===== src/rtl/rv32i_pkg.sv =====
// rv32i_pkg
// Shared definitions for the issue scheduler slice: the op-class enum and
// its decode function, the scheduler FSM state enum, and named op codes for
// the upper-immediate and jump instructions.
// No ports (package).
package rv32i_pkg;

  typedef enum logic [1:0] {
    CLS_ALU,
    CLS_LOAD,
    CLS_STORE,
    CLS_CTRL
  } op_class_t;

  typedef enum logic [0:0] {
    RUN,
    BR_WAIT
  } sched_state_t;

  localparam logic [4:0] OP_LUI   = 5'b11100;
  localparam logic [4:0] OP_AUIPC = 5'b11101;
  localparam logic [4:0] OP_JAL   = 5'b11110;
  localparam logic [4:0] OP_JALR  = 5'b11111;

  // Anything that is not a load, store or control op goes to the ALU,
  // including the unused 11011 slot.
  function automatic op_class_t op_class(input logic [4:0] op);
    op_class_t cls;
    cls = CLS_ALU;
    if (op[4:3] == 2'b10)
      cls = CLS_LOAD;
    else if (op == 5'b11000 || op == 5'b11001 || op == 5'b11010)
      cls = CLS_STORE;
    else if (op == 5'b01000 || op == 5'b01001 || op[4:2] == 3'b011 ||
             op == OP_JAL || op == OP_JALR)
      cls = CLS_CTRL;
    return cls;
  endfunction

  // Jumps are control ops but still write their link register; branches
  // and stores never write. Writes to x0 are discarded, so never tracked.
  function automatic logic op_writes_rd(input logic [4:0] op, input logic [4:0] rd);
    op_class_t cls;
    cls = op_class(op);
    return ((cls == CLS_LOAD) || (cls == CLS_ALU) || (op == OP_JAL) || (op == OP_JALR))
           && (rd != 5'd0);
  endfunction

endpackage


===== src/rtl/rv32i_scoreboard.sv =====
// rv32i_scoreboard
// One busy bit per architectural register. A register is marked busy when
// an instruction that writes it issues and is released when its result is
// written back. x0 is never busy.
// Ports:
//   clk, rst_n           clock, asynchronous active-low reset
//   set_en / set_idx     mark a register busy (issue)
//   clr_en / clr_idx     release a register (writeback)
//   mask_en / mask_idx   hide one busy bit from the hazard lookup only
//   rs1_idx/rs2_idx/rd_idx  lookup indices
//   rs1_busy/rs2_busy/rd_busy  lookup results
//   busy                 raw busy vector
module rv32i_scoreboard #(
  parameter int NREG = 32
) (
  input  logic            clk,
  input  logic            rst_n,
  input  logic            set_en,
  input  logic [4:0]      set_idx,
  input  logic            clr_en,
  input  logic [4:0]      clr_idx,
  input  logic            mask_en,
  input  logic [4:0]      mask_idx,
  input  logic [4:0]      rs1_idx,
  input  logic [4:0]      rs2_idx,
  input  logic [4:0]      rd_idx,
  output logic            rs1_busy,
  output logic            rs2_busy,
  output logic            rd_busy,
  output logic [NREG-1:0] busy
);

  logic [NREG-1:0] busy_next;
  logic [NREG-1:0] visible;

  // The set is applied after the clear so that a register released and
  // re-claimed in the same cycle stays busy for its new producer.
  always_comb begin
    busy_next = busy;
    if (clr_en) busy_next[clr_idx] = 1'b0;
    if (set_en) busy_next[set_idx] = 1'b1;
    busy_next[0] = 1'b0;
  end

  // Busy vector storage.
  always_ff @(posedge clk or negedge rst_n) begin
    if (!rst_n) busy <= '0;
    else        busy <= busy_next;
  end

  // The mask lets a register being written back this cycle look free to
  // the hazard check without touching the stored vector.
  always_comb begin
    visible = busy;
    if (mask_en) visible[mask_idx] = 1'b0;
  end

  assign rs1_busy = visible[rs1_idx];
  assign rs2_busy = visible[rs2_idx];
  assign rd_busy  = visible[rd_idx];

endmodule


===== src/rtl/rv32i_issue_sched.sv =====
// rv32i_issue_sched
// Issue scheduler between the RV32I decoder and the execute units. Holds a
// decoded instruction on RAW/WAW hazards, dispatches it to the ALU, LSU or
// branch unit, and arbitrates the single register-file write port between
// load results, a one-entry ALU skid buffer and ALU results.
// Optional feature: define ISSUE_WB_BYPASS_EN to let an instruction issue
// in the same cycle its producer writes back (needs a write-through RF).
// Ports:
//   clk, rst_n                       clock, asynchronous active-low reset
//   dec_valid/dec_ready/dec_op/dec_rd/dec_rs1/dec_rs2/dec_use_rs1/dec_use_rs2
//                                    decoder handshake and instruction fields
//   alu_issue, br_issue              single-cycle dispatch pulses
//   lsu_issue/lsu_ready              load/store valid/ready pair
//   br_done                          branch unit resolved the control op
//   alu_res_*, lsu_res_*             results from the execute units
//   rf_we/rf_waddr/rf_wdata          register-file write port
//   busy                             scoreboard vector (debug)
module rv32i_issue_sched
  import rv32i_pkg::*;
#(
  parameter int XLEN = 32,
  parameter int NREG = 32
) (
  input  logic            clk,
  input  logic            rst_n,
  input  logic            dec_valid,
  output logic            dec_ready,
  input  logic [4:0]      dec_op,
  input  logic [4:0]      dec_rd,
  input  logic [4:0]      dec_rs1,
  input  logic [4:0]      dec_rs2,
  input  logic            dec_use_rs1,
  input  logic            dec_use_rs2,
  output logic            alu_issue,
  output logic            lsu_issue,
  input  logic            lsu_ready,
  output logic            br_issue,
  input  logic            br_done,
  input  logic            alu_res_valid,
  input  logic [4:0]      alu_res_rd,
  input  logic [XLEN-1:0] alu_res_data,
  input  logic            lsu_res_valid,
  input  logic [4:0]      lsu_res_rd,
  input  logic [XLEN-1:0] lsu_res_data,
  output logic            rf_we,
  output logic [4:0]      rf_waddr,
  output logic [XLEN-1:0] rf_wdata,
  output logic [NREG-1:0] busy
);

  op_class_t    cls;
  sched_state_t state, state_next;
  logic         writes_rd, hazard, alu_ok, can_issue, is_lsu_op;
  logic         rs1_busy, rs2_busy, rd_busy, mask_en;
  logic            skid_valid;
  logic [4:0]      skid_rd;
  logic [XLEN-1:0] skid_data;

`ifdef ISSUE_WB_BYPASS_EN
  assign mask_en = rf_we;
`else
  assign mask_en = 1'b0;
`endif

  rv32i_scoreboard #(.NREG(NREG)) u_sb (
    .clk      (clk),
    .rst_n    (rst_n),
    .set_en   (dec_ready & writes_rd),
    .set_idx  (dec_rd),
    .clr_en   (rf_we),
    .clr_idx  (rf_waddr),
    .mask_en  (mask_en),
    .mask_idx (rf_waddr),
    .rs1_idx  (dec_rs1),
    .rs2_idx  (dec_rs2),
    .rd_idx   (dec_rd),
    .rs1_busy (rs1_busy),
    .rs2_busy (rs2_busy),
    .rd_busy  (rd_busy),
    .busy     (busy)
  );

  assign cls       = op_class(dec_op);
  assign writes_rd = op_writes_rd(dec_op, dec_rd);
  assign is_lsu_op = (cls == CLS_LOAD) || (cls == CLS_STORE);
  assign hazard    = (dec_use_rs1 & rs1_busy) | (dec_use_rs2 & rs2_busy) | (writes_rd & rd_busy);

  // An ALU op may only issue if its result, arriving next cycle, is sure to
  // find room: either the write port or the (empty) skid buffer.
  assign alu_ok    = !skid_valid && !(alu_res_valid && lsu_res_valid);
  assign can_issue = dec_valid && (state == RUN) && !hazard;

  // Control ops travel through the ALU too (link value), so they share its
  // back-pressure condition.
  assign dec_ready = can_issue && (is_lsu_op ? lsu_ready : alu_ok);
  assign alu_issue = dec_ready && !is_lsu_op;
  assign br_issue  = dec_ready && (cls == CLS_CTRL);
  assign lsu_issue = can_issue && is_lsu_op;

  // Issue stops after a control op until the branch unit resolves it.
  always_comb begin
    state_next = state;
    case (state)
      RUN:     if (br_issue) state_next = BR_WAIT;
      BR_WAIT: if (br_done)  state_next = RUN;
      default: state_next = RUN;
    endcase
  end

  // FSM state register.
  always_ff @(posedge clk or negedge rst_n) begin
    if (!rst_n) state <= RUN;
    else        state <= state_next;
  end

  // Write port priority: load result, then the buffered ALU result, then a
  // fresh ALU result. Loads have no buffer, so they must always win.
  always_comb begin
    rf_we    = 1'b0;
    rf_waddr = '0;
    rf_wdata = '0;
    if (lsu_res_valid) begin
      rf_we    = 1'b1;
      rf_waddr = lsu_res_rd;
      rf_wdata = lsu_res_data;
    end else if (skid_valid) begin
      rf_we    = 1'b1;
      rf_waddr = skid_rd;
      rf_wdata = skid_data;
    end else if (alu_res_valid) begin
      rf_we    = 1'b1;
      rf_waddr = alu_res_rd;
      rf_wdata = alu_res_data;
    end
  end

  // Skid buffer: captures an ALU result that lost arbitration and empties
  // on the first cycle without a load result.
  always_ff @(posedge clk or negedge rst_n) begin
    if (!rst_n) begin
      skid_valid <= 1'b0;
      skid_rd    <= '0;
      skid_data  <= '0;
    end else if (alu_res_valid && (lsu_res_valid || skid_valid)) begin
      skid_valid <= 1'b1;
      skid_rd    <= alu_res_rd;
      skid_data  <= alu_res_data;
    end else if (skid_valid && !lsu_res_valid) begin
      skid_valid <= 1'b0;
    end
  end

endmodule


===== config.mk =====
export PLATFORM = sky130hd
export DESIGN_NAME = rv32i_issue_sched
export DESIGN_NICKNAME = d
export VERILOG_FILES = /design/src/rtl/rv32i_pkg.sv /design/src/rtl/rv32i_scoreboard.sv /design/src/rtl/rv32i_issue_sched.sv
export SDC_FILE = /design/constraint.sdc
export NUM_CORES = 1
export LEC_CHECK = 0
export BUFFER_PORTS_ARGS = -buffer_cell sky130_fd_sc_hd__buf_2
export CAP_MARGIN = 20
export CORE_ASPECT_RATIO = 0.9
export CORE_MARGIN = 2
export CORE_UTILIZATION = 40
export CTS_BUF_LIST = sky130_fd_sc_hd__clkbuf_8
export CTS_CLUSTER_DIAMETER = 40
export DETAILED_ROUTE_END_ITERATION = 10
export PLACE_DENSITY = 0.8
export SLEW_MARGIN = 30
export SYNTH_ARGS = -nofsm -noshare
export SYNTH_HDL_FRONTEND = slang
export SYNTH_SLANG_ARGS = --single-unit

===== constraint.sdc =====
create_clock -name clk -period 3.9 [get_ports clk]
set_clock_uncertainty 0.1 [all_clocks]
set_input_delay 0.39 -clock clk [delete_from_list [all_inputs] [get_ports clk]]
set_output_delay 0.39 -clock clk [all_outputs]
set_load 0.05 [all_outputs]

==> flow_summary_export.csv, run 1 <==
group,metric,value,unit
status,status,"complete, no violations",
global_routing,grt_antenna_before_repair,0,
global_routing,grt.total_usage,23.5,%
worst_setup_path,crit_path_cell_trace,"buf_2 -> inv_1 -> o21ai_0 -> o21ai_0 -> inv_1 -> ha_1 -> nor3_1 -> nor3_1 -> nand3_1 -> nand4_1 -> nor4_2 -> buf_2",
finish,fin_cells,763,
clock_tree,cts_tree,"yes",
global_routing,grt_pass1_wl,22500,µm
clock_tree,cts.htree.levels,3,
routing,drtIter0Drc,262,
worst_setup_path,crit_start,"dec_op[1]",
worst_setup_path,r2r_slack,1.17,ns
synth,synth_top_cell_by_area,"dfrtp_1",
worst_setup_path,critPathCapture,"alu_issue",
routing,postRouteAntennaNets,0,
synth,synth_warnings,0,
synth,syn_area,4550,µm²
clock_tree,cts_sinks,70,
floorplanning,core,10900,µm²
floorplanning,ios,177,
routing,wl_per_cell,18.5,µm
worst_setup_path,r2r_cells,6,
worst_setup_path,required,3.41,ns
worst_setup_path,rr_endpoint,"u_sb.busy[11]$_DFF_PN0_",
worst_setup_path,crit_family,"simple AND/OR/NAND/NOR gates",
flow_run,drv_cap,0,
clock_tree,ctsHoldBuffers,1,
placed_design,place_inst,745,
worst_setup_path,cp.buffers_inverters,4,
sta,slew_viol_final,0,
placed_design,place_congestion,0.901,
synth,syn-num-nets,555,
floorplanning,dieArea,12200,µm²
pwr,p_leak,0.00268,µW
worst_setup_path,crit_cells,12,
routing,first_pass_iters,5,
synth,ys_seq_area_share,38.5,%
worst_setup_path,cp_data_arrival_time,2.80,ns
pwr,pwr_density_cell,425,nW/µm²
worst_hold_path,min_path_type,"input pin to flop",
global_routing,grt_max_degree,46,
worst_setup_path,start_kind,"input pin",
sta,finalSetupViolCount,0,
sta,worst_slew_pin_slew,0.652,ns
clock_tree,cts.path.max_buffers,2,
global_routing,overflow,0,
sta,finalHoldViolations,0,
worst_setup_path,crit_type,"input pin to primary output",
synth,yosys-top-cells-area,"dfrtp_1, mux4_2, mux2_2",
routing,routed_wirelength,14100,µm
placed_design,place_hpwl,10500,µm
sta,maxSlewHeadroom,56.4,%
routing,num_vias,4467,
sta,max_freq,0.304,GHz
worst_setup_path,rr_startpoint,"skid_valid$_DFFE_PN0P_",
synth,synth-edff-count,0,
clock_tree,cts_made_buffers,9,
sta,setup-tns-final,0,ns
synth,ys_seq_elements,70,
routing,routed_via_density,5.85,
floorplanning,die_w,116,µm
synth,ys_async_sr_fraction,100,%
worst_setup_path,cp-end-kind,"primary output",
synth,yosysTopAreaCellShare,38.5,%
synth,ys_types,47,
synth,synthCells,449,
finish,nNetsFinal,711,
placed_design,port_buffers,175,
floorplanning,initial_core_util,41.5,%
clock_tree,postCtsSetupBuffers,0,
clock_tree,cts.repair.resized,0,
sta,rsz0062_at_grt,"false",
floorplanning,rows,36,
clock_tree,clk_pin_slew,0.07,ns
finish,finalCoreUtilization,52.8,%
worst_hold_path,holdPathStages,2,
sta,period_needed,3.29,ns
synth,synth-main-ff-cell,"dfrtp_1",
finish,drive_above_1_share,44.1,%
worst_setup_path,slowest_stage,"nor3_1",
synth,synth.avg_cell_area,10.1,µm²
global_routing,grt_pass1_vias,4403,
worst_setup_path,critical_path.max_stage_delay,0.38,ns
worst_setup_path,critical_path.max_fanout,5,
floorplanning,die_h,105,µm
pwr,peakVddDrop,0.242,mV
clock_tree,root_buffer,"clkbuf_8",
routing,drc_errors,0,
sta,finalCritPeriodShare,84.4,%
finish,area_delta_synth_final,27.1,%
clock_tree,insertion_delay,0.35,ns
layout by cell type, fill, tap and decap left out, drive strengths merged, types with 3 or more instances in the layout:
cell type	Yosys	layout
nand3b	6	6
a31oi	3	3
nand3	4	4
nand2b	6	6
a22oi	33	33
o41ai	7	7
o21ai	68	68
mux2i	4	4
nand2	57	57
clkbuf	28	10
buf	9	181
o31ai	25	25
nand4	3	3
mux2	39	39
inv	9	10
mux4	22	22
or3	4	4
clkinv	0	3
nor3	9	9
nor2	4	4
ha	3	3
dfrtp	70	70
nor2b	10	10
routing by layer:
layer | GRT usage, % | routed length, µm
met1 | 30.7 | 5730
met2 | 37.9 | 6670
met3 | 6.15 | 1470
met4 | 7.48 | 248
met5 | 0 | 0
cells in the mapped netlist (4+ instances only):
cell	number
inv_1	9
nor2_1	4
nor2b_1	10
nor3_1	9
o41ai_2	6
nand3b_1	6
a22oi_1	33
o31ai_1	25
buf_1	4
mux4_2	22
mux2i_1	4
o21ai_0	67
nand2b_1	6
nand3_1	4
or3_1	4
clkbuf_1	28
dfrtp_1	70
nand2_1	57
mux2_2	39
sequential cells by signal, indices dropped and copies added (netlist names):
name and flops:
u_sb.busy 31, skid_valid 1, state 1, skid_rd 5, skid_data 32
layout make-up:
class	instances	area, µm²
Clock buffer	10	138
Inverter	9	33.8
Sequential cell	70	1750
Multi-Input combinational cell	333	2620
Fill cell	982	5170
Antenna cell	1	2.50
Tap cell	152	190
Clock inverter	6	86.3
Timing Repair Buffer	182	953
worst min-delay path by stage:
stage	start	slack, ns	to
floorplan	rst_n	-0.006	skid_data[0]$_DFFE_PN0P_
global placement	skid_rd[0]$_DFFE_PN0P_	0.39	skid_rd[0]$_DFFE_PN0P_
detailed placement	rst_n	0.34	state$_DFF_PN0_
CTS	br_done	0.13	state$_DFF_PN0_
global route	br_done	0.14	state$_DFF_PN0_
finish	br_done	0.15	state$_DFF_PN0_
power by group:
part / leakage [µW] / internal [µW] / switching (µW)
clock network: 0.000118 / 376 / 282
logic: 0.00168 / 295 / 579
registers: 0.000885 / 821 / 105
total: 0.00268 / 1490 / 966
logic make-up (layout without fill, tap and decap cells):
kind of cell | Yosys count | count (layout) | share of synthesized area, %
mux | 65 | 65 | 21.4
flops | 70 | 70 | 38.5
compound gates | 146 | 146 | 21.4
other cells | 1 | 2 | 0.0825
buf+inv | 46 | 207 | 4.18
fa+ha+maj | 4 | 4 | 1.05
simple gates | 117 | 117 | 13.3
stage by stage:
| step | area [µm²] | total power [µW] | setup slack (ns) | hold slack, ns |
|---|---|---|---|---|
| after detailed placement | 5540 | 1810 | 0.654 | 0.337 |
| after global placement | 5510 | 1780 | 0.821 | 0.388 |
| after CTS | 5780 | 2470 | 0.655 | 0.132 |
| after global routing | 5780 | 2570 | 0.451 | 0.138 |
| final | 5780 | 2460 | 0.607 | 0.155 |
| after floorplan | 4550 | 1530 | 0.368 | -0.00559 |
Power figures use the tool's default switching activity.
==> inputs of run 2 (changes only) <==
--- a/config.mk
+++ b/config.mk
@@ -5,6 +5,7 @@
 export SDC_FILE = /design/constraint.sdc
 export NUM_CORES = 1
 export LEC_CHECK = 0
+export ABC_AREA = 1
 export BUFFER_PORTS_ARGS = -buffer_cell sky130_fd_sc_hd__buf_2
 export CAP_MARGIN = 20
 export CORE_ASPECT_RATIO = 0.9
@@ -13,7 +14,7 @@
 export CTS_BUF_LIST = sky130_fd_sc_hd__clkbuf_8
 export CTS_CLUSTER_DIAMETER = 40
 export DETAILED_ROUTE_END_ITERATION = 10
-export PLACE_DENSITY = 0.8
+export PLACE_DENSITY = 0.81
 export SLEW_MARGIN = 30
 export SYNTH_ARGS = -nofsm -noshare
 export SYNTH_HDL_FRONTEND = slang
==> constraint.sdc (replaced) <==
create_clock -name clk -period 2.7 [get_ports clk]
set_clock_uncertainty 0.1 [all_clocks]
set_input_delay 0.27 -clock clk [delete_from_list [all_inputs] [get_ports clk]]
set_output_delay 0.27 -clock clk [all_outputs]
set_load 0.05 [all_outputs]
==> run 2 against run 1 <==
Sequential share of layout area down 1.9 points. Critical endpoint is now dec_ready. Worst setup slack worse by 0.41 ns. Register-to-register slack worse by 0.56 ns. First-iteration DRC count is 100% higher. Count of clock-buffer cells in the layout decreased by 1. Global-route usage up 0.24 points.
==> flow_summary_export.csv, run 2 <==
group,metric,value,unit
synth,synthTopCellsByCount,"nand2_1, nand3_1, dfrtp_1",
global_routing,grt_pass1_wl,25300,µm
pwr,p_leak,0.00335,µW
worst_setup_path,critical_path.max_stage_delay,0.45,ns
worst_setup_path,critical_path.max_fanout,4,
synth,yosysMostFrequentCell,"nand2_1",
synth,syn-num-nets,832,
worst_setup_path,cp-end-kind,"primary output",
floorplanning,dieArea,13400,µm²
synth,syn_area,4980,µm²
routing,drtIter0Drc,524,
clock_tree,insertion_delay,0.33,ns
synth,synth_top_cell_by_area,"dfrtp_1",
sta,rsz0062_at_grt,"true",
synth,yosys-top-cells-area,"dfrtp_1, nand2_1, nand3_1",
global_routing,overflow,0,
finish,fillerInstances,1220,
pwr,pwr_density_cell,531,nW/µm²
synth,synth_simple_gate_area_share,37.2,%
routing,first_pass_iters,5,
finish,area_delta_synth_final,23.7,%
floorplanning,rows,38,
placed_design,place_congestion,0.904,
worst_hold_path,holdPathStages,4,
floorplanning,ios,177,
floorplanning,die_w,122,µm
worst_hold_path,whs_endpoint,"state$_DFF_PN0_",
finish,multiInputGateArea,2770,µm²
worst_setup_path,required,2.33,ns
finish,largest_reg_flops,32,
synth,synth-edff-count,0,
finish,drive_above_1_share,28.6,%
floorplanning,core,12100,µm²
synth,synthCells,726,
synth,ys_seq_elements,70,
synth,ys_types,27,
sta,finalSetupViolCount,0,
sta,worst_slew_pin_slew,0.633,ns
global_routing,grt_antenna_before_repair,0,
sta,period_needed,2.51,ns
finish,final_cell_mix,"nand2_1, buf_2, nand3_1, inv_1, dfrtp_1",
sta,finalCritPeriodShare,92.9,%
global_routing,grt_max_degree,39,
finish,layout_commonest_cell,"nand2_1",
synth,ys_seq_area_share,35.2,%
worst_setup_path,cp_data_arrival_time,2.14,ns
worst_setup_path,crit_top_cell,"nand2_1",
clock_tree,cts_tree,"yes",
synth,synth-compound-area-share,8.81,%
synth,synth_warnings,0,
placed_design,place_hpwl,12000,µm
finish,top_register,"skid_data",
worst_hold_path,min_path_type,"input pin to flop",
clock_tree,cts.path.max_buffers,2,
global_routing,grt_pass1_vias,5102,
placed_design,port_buffers,175,
clock_tree,cts_made_buffers,9,
clock_tree,cts_sinks,70,
worst_setup_path,r2r_cells,12,
worst_hold_path,worstHoldStart,"br_done",
clock_tree,postCtsSetupBuffers,0,
routing,routed_wirelength,15800,µm
worst_setup_path,rr_endpoint,"u_sb.busy[12]$_DFF_PN0_",
worst_setup_path,r2r_slack,0.61,ns
finish,regArea,1750,µm²
synth,synth_top_family_by_area,"simple AND/OR/NAND/NOR gates",
clock_tree,clk_pin_slew,0.07,ns
worst_setup_path,slowest_stage,"dfrtp_1",
finish,diodes,0,
synth,synth_adder_area_share,0.753,%
synth,ys_async_sr_fraction,100,%
routing,wl_per_cell,15.0,µm
flow_run,drv_cap,0,
floorplanning,die_h,110,µm
pwr,power.total,3270,µW
sta,finalHoldViolations,0,
sta,slew_viol_final,0,
worst_setup_path,crit_type,"flop to primary output",
finish,reg_top3,"skid_data (32), u_sb.busy (31), skid_rd (5)",
routing,routed_via_density,5.30,
pwr,peakVddDrop,0.239,mV
worst_setup_path,crit_path_cell_trace,"inv_1 -> o21ai_0 -> nand3_1 -> nand2_1 -> nand2_1 -> nand2_1 -> nor2_1 -> nor2_1 -> nor2_4 -> nand2_2 -> inv_1 -> clkbuf_4",
synth,synth_mux_area_share,8.36,%
status,status,"complete, no violations",
clock_tree,root_buffer,"clkbuf_8",
worst_setup_path,start_kind,"flop",
finish,finalCoreUtilization,50.8,%
worst_setup_path,rr_startpoint,"u_sb.busy[22]$_DFF_PN0_",
sta,max_freq,0.399,GHz
sta,maxSlewHeadroom,57.8,%
synth,synth.avg_cell_area,6.86,µm²
synth,yosysTopAreaCellShare,35.2,%
routing,num_vias,5579,
synth,synth_xor_area_share,0,%
routing,postRouteAntennaNets,0,
clock_tree,cts.htree.levels,3,
sta,fin_ws,0.192,ns
global_routing,grt.total_usage,23.7,%
finish,nNetsFinal,995,
synth,synth-main-ff-cell,"dfrtp_1",
routing,drc_errors,0,
placed_design,pre_cts_ws,0.0830,ns
floorplanning,initial_core_util,41.1,%
run 2: changes by cell type in the layout (fill, tap and decap cells not counted), moves of 22 or more:
cell | before | now
a22oi_1 | 33 | 0
nor2_1 | 4 | 61
nand2_1 | 57 | 205
mux4_2 | 22 | 0
inv_1 | 10 | 72
nand4_1 | 2 | 32
nand3_1 | 4 | 107
o31ai_1 | 25 | 0
run 2: worst max path at each step:
stage          slack [ns]        end               startpoint
2_1_floorplan        0.03  alu_issue                dec_op[3]
3_3_place_gp         0.21  alu_issue                dec_op[3]
3_5_place_dp         0.08   br_issue                dec_op[1]
4_1_cts              0.08   br_issue                dec_op[1]
5_1_grt             -0.04  alu_issue                dec_op[3]
6_report             0.19  dec_ready  u_sb.busy[22]$_DFF_PN0_
run 2: area by class of cell:
cell class                      instances  area share [%]
Multi-Input combinational cell        547            45.0
Clock buffer                            9            2.01
Timing Repair Buffer                  191            16.7
Clock inverter                          6           0.406
Sequential cell                        70            28.4
Inverter                               70            4.26
Tap cell                              160            3.25
run 2: cell families (layout without fill, tap and decap cells):
family,after synthesis,in the layout
simple gates,425,425
buf+inv,109,276
compound gates,81,81
flops,70,70
mux,37,37
fa+ha+maj,3,3
other cells,1,1
run 2: through the flow:
| step | hold WS (ns) | TNS (ns) | cells | area [µm²] |
|---|---|---|---|---|
| 2_1_floorplan | -0.126 | 0 | 726 | 4990 |
| 3_3_place_gp | 0.227 | 0 | 1037 | 5970 |
| 3_5_place_dp | 0.221 | 0 | 1037 | 5970 |
| 4_1_cts | 0.0538 | 0 | 1053 | 6130 |
| 5_1_grt | 0.0641 | -0.0559 | 1053 | 6160 |
| 6_report | 0.0704 | 0 | 1053 | 6160 |
run 2: worst max-delay path, delay by kind of cell, from the launching register on:
kind	cells	cell delay (ns)
simple gates	8	0.86
flops	1	0.45
buf+inv	3	0.33
compound gates	1	0.16
run 2: timing repair:
action / CTS / global route
setup endpoints to repair: 0 / 4
hold endpoints to repair: 24 / 0
gates resized for setup: 0 / 13
hold buffers: 1 / 0
run 2: per-layer routing:
metal	part of all wire, %	routed length (µm)	GRT usage (%)
met1	42	6710	31.5
met2	48	7560	38.4
met3	8.0	1260	5.24
met4	1.6	255	8.29
met5	0	0	0
run 2: power breakdown:
group	total [µW]	switching, µW	internal, µW	leakage (µW)
clock network	677	365	312	0.0000938
logic	1310	941	374	0.00237
registers	1280	102	1180	0.000887
total	3270	1410	1860	0.00335
==> inputs of run 3 (changes only) <==
--- a/config.mk
+++ b/config.mk
@@ -14,6 +14,7 @@
 export CTS_BUF_LIST = sky130_fd_sc_hd__clkbuf_8
 export CTS_CLUSTER_DIAMETER = 40
 export DETAILED_ROUTE_END_ITERATION = 10
+export HOLD_SLACK_MARGIN = 0.08
 export PLACE_DENSITY = 0.81
 export SLEW_MARGIN = 30
 export SYNTH_ARGS = -nofsm -noshare
==> run 3 against run 2 <==
Cell area grew 4.3%. Maximum frequency grew 1.1%. Sequential share of layout area shrank 1.2 points. Utilization grew 2.2 points. Routed wire length grew 3.0%. Non-clock buffer count grew 26. Critical path type is now input pin to primary output. Total power grew 1.2%. Highest routed layer unchanged. Largest power group unchanged.
==> flow_summary_export.csv, run 3 (same netlist as run 2, synthesis figures left out) <==
group,metric,value,unit
status,status,"complete, no violations",
sta,period_needed,2.48,ns
clock_tree,clk_pin_slew,0.07,ns
pwr,p_comb_share,40.8,%
placed_design,place_congestion,0.904,
worst_setup_path,crit_type,"input pin to primary output",
sta,holdWs,0.0886,ns
global_routing,grt_pass1_vias,5327,
pwr,pwr-share-clk,20.6,%
clock_tree,cts_sinks,70,
worst_hold_path,holdPathStages,2,
floorplanning,die_w,122,µm
routing,num_vias,5747,
floorplanning,ios,177,
sta,maxSlewHeadroom,57.5,%
worst_setup_path,critical_path.max_fanout,4,
worst_setup_path,r2r_slack,0.64,ns
placed_design,place_inst,1037,
sta,worst_slew_pin_slew,0.638,ns
sta,finalSetupViolCount,0,
sta,finalCritPeriodShare,91.9,%
worst_setup_path,cp-end-kind,"primary output",
pwr,power.total,3310,µW
routing,wl_per_cell,15.1,µm
worst_setup_path,required,2.33,ns
finish,regArea,1750,µm²
routing,first_pass_iters,6,
finish,reg_top3,"skid_data (32), u_sb.busy (31), skid_rd (5)",
clock_tree,postCtsSetupBuffers,0,
finish,fin_cells,1079,
worst_setup_path,rr_endpoint,"u_sb.busy[2]$_DFF_PN0_",
worst_setup_path,rr_startpoint,"u_sb.busy[28]$_DFF_PN0_",
finish,largest_reg_flops,32,
sta,fin_ws,0.220,ns
pwr,switching_power,1420,µW
floorplanning,die_h,110,µm
clock_tree,root_buffer,"clkbuf_8",
floorplanning,initial_core_util,41.1,%
floorplanning,rows,38,
sta,finalHoldViolations,0,
finish,fillerInstances,1190,
worst_hold_path,min_path_type,"input pin to flop",
global_routing,overflow,0,
sta,setup-tns-final,0,ns
clock_tree,cts_made_buffers,9,
routing,routed_wirelength,16300,µm
pwr,pwr_density_cell,515,nW/µm²
worst_setup_path,cp_data_arrival_time,2.11,ns
routing,drtIter0Drc,598,
finish,final_cell_mix,"nand2_1, buf_2, nand3_1, inv_1, dfrtp_1",
clock_tree,insertion_delay,0.34,ns
finish,nNetsFinal,1021,
flow_run,drv_cap,0,
clock_tree,cts.htree.levels,3,
clock_tree,cts.path.max_buffers,2,
floorplanning,dieArea,13400,µm²
finish,drive_above_1_share,27.9,%
worst_hold_path,worstHoldStart,"alu_res_data[15]",
sta,max_freq,0.403,GHz
global_routing,grt_max_degree,39,
placed_design,port_buffers,175,
finish,area_delta_synth_final,28.9,%
sta,rsz0062_at_grt,"true",
global_routing,grt_pass1_wl,26100,µm
worst_setup_path,r2r_cells,12,
routing,postRouteAntennaNets,0,
global_routing,grt_antenna_before_repair,0,
finish,layout_commonest_cell,"nand2_1",
routing,routed_via_density,5.33,
worst_setup_path,start_kind,"input pin",
finish,diodes,0,
pwr,p_leak,0.00346,µW
finish,top_register,"skid_data",
sta,slew_viol_final,0,
floorplanning,core,12100,µm²
placed_design,place_hpwl,12000,µm
finish,multiInputGateArea,2770,µm²
pwr,swShare,43.0,%
pwr,p_seq_share,38.6,%
worst_hold_path,whs_endpoint,"skid_data[15]$_DFFE_PN0P_",
clock_tree,cts_tree,"yes",
routing,drc_errors,0,
global_routing,grt.total_usage,24.4,%
placed_design,pre_cts_ws,0.0830,ns
pwr,peakVddDrop,0.237,mV
pwr,p_int,1890,µW
-- run 3: changes by cell type in the layout (fill, tap and decap cells not counted), sizes merged --
cell and change:
dlygate4sd3 +26
-- run 3: cell type report --
type	count	area share (%)
inverter	70	4.09
clock inverter	6	0.390
multi-input combinational	547	43.2
sequential	70	27.3
clock buffer	9	1.93
tap	160	3.12
timing repair buffer	217	20.0
-- run 3: stage by stage --
step | utilization (%) | cell area (µm²)
2_1_floorplan | - | 4990
3_3_place_gp | 49.3 | 5970
3_5_place_dp | 49.3 | 5970
4_1_cts | 52.7 | 6390
5_1_grt | 53.0 | 6420
6_report | 53.0 | 6420
-- run 3: worst max-delay path by stage --
stage          slack, ns   endpoint       from
6_report            0.22  dec_ready  dec_op[3]
5_1_grt            -0.04  dec_ready  dec_op[3]
4_1_cts             0.08   br_issue  dec_op[1]
3_5_place_dp        0.08   br_issue  dec_op[1]
3_3_place_gp        0.21  alu_issue  dec_op[3]
2_1_floorplan       0.03  alu_issue  dec_op[3]
-- run 3: critical path: stages --
cell	delay (ns)
buf_2	0.12
nand2_1	0.08
nor2_1	0.04
inv_1	0.07
nand2_1	0.06
a31oi_1	0.24
ha_1	0.20
inv_1	0.04
nand3_1	0.09
o21ai_2	0.07
a21oi_1	0.20
nand3_2	0.10
nand3_2	0.12
nor2_4	0.05
nand2_2	0.10
inv_1	0.06
clkbuf_4	0.21
-- run 3: timing repair --
item / 4_1_cts / 5_1_grt
setup endpoints to repair: 0 / 4
hold endpoints to repair: 50 / 0
hold buffers: 27 / 0
gates resized for setup: 0 / 14
-- run 3: power groups by stage --
stage | clock network (µW) | registers, µW | logic, µW
4_1_cts | 697 | 1270 | 1330
6_report | 682 | 1280 | 1350
3_3_place_gp | 0 | 1290 | 1280
2_1_floorplan | 0 | 1410 | 794
5_1_grt | 745 | 1290 | 1460
3_5_place_dp | 0 | 1290 | 1300
-- run 3: per-layer routing --
metal	vias to the layer above	part of all wire, %	routed length (µm)	global-route usage (%)
met3	53	8.1	1320	5.39
met4	0	3.3	529	9.93
met1	2620	42	6770	31.9
met5	-	0	0	0
li1	2780	-	-	-
met2	294	47	7640	39.5
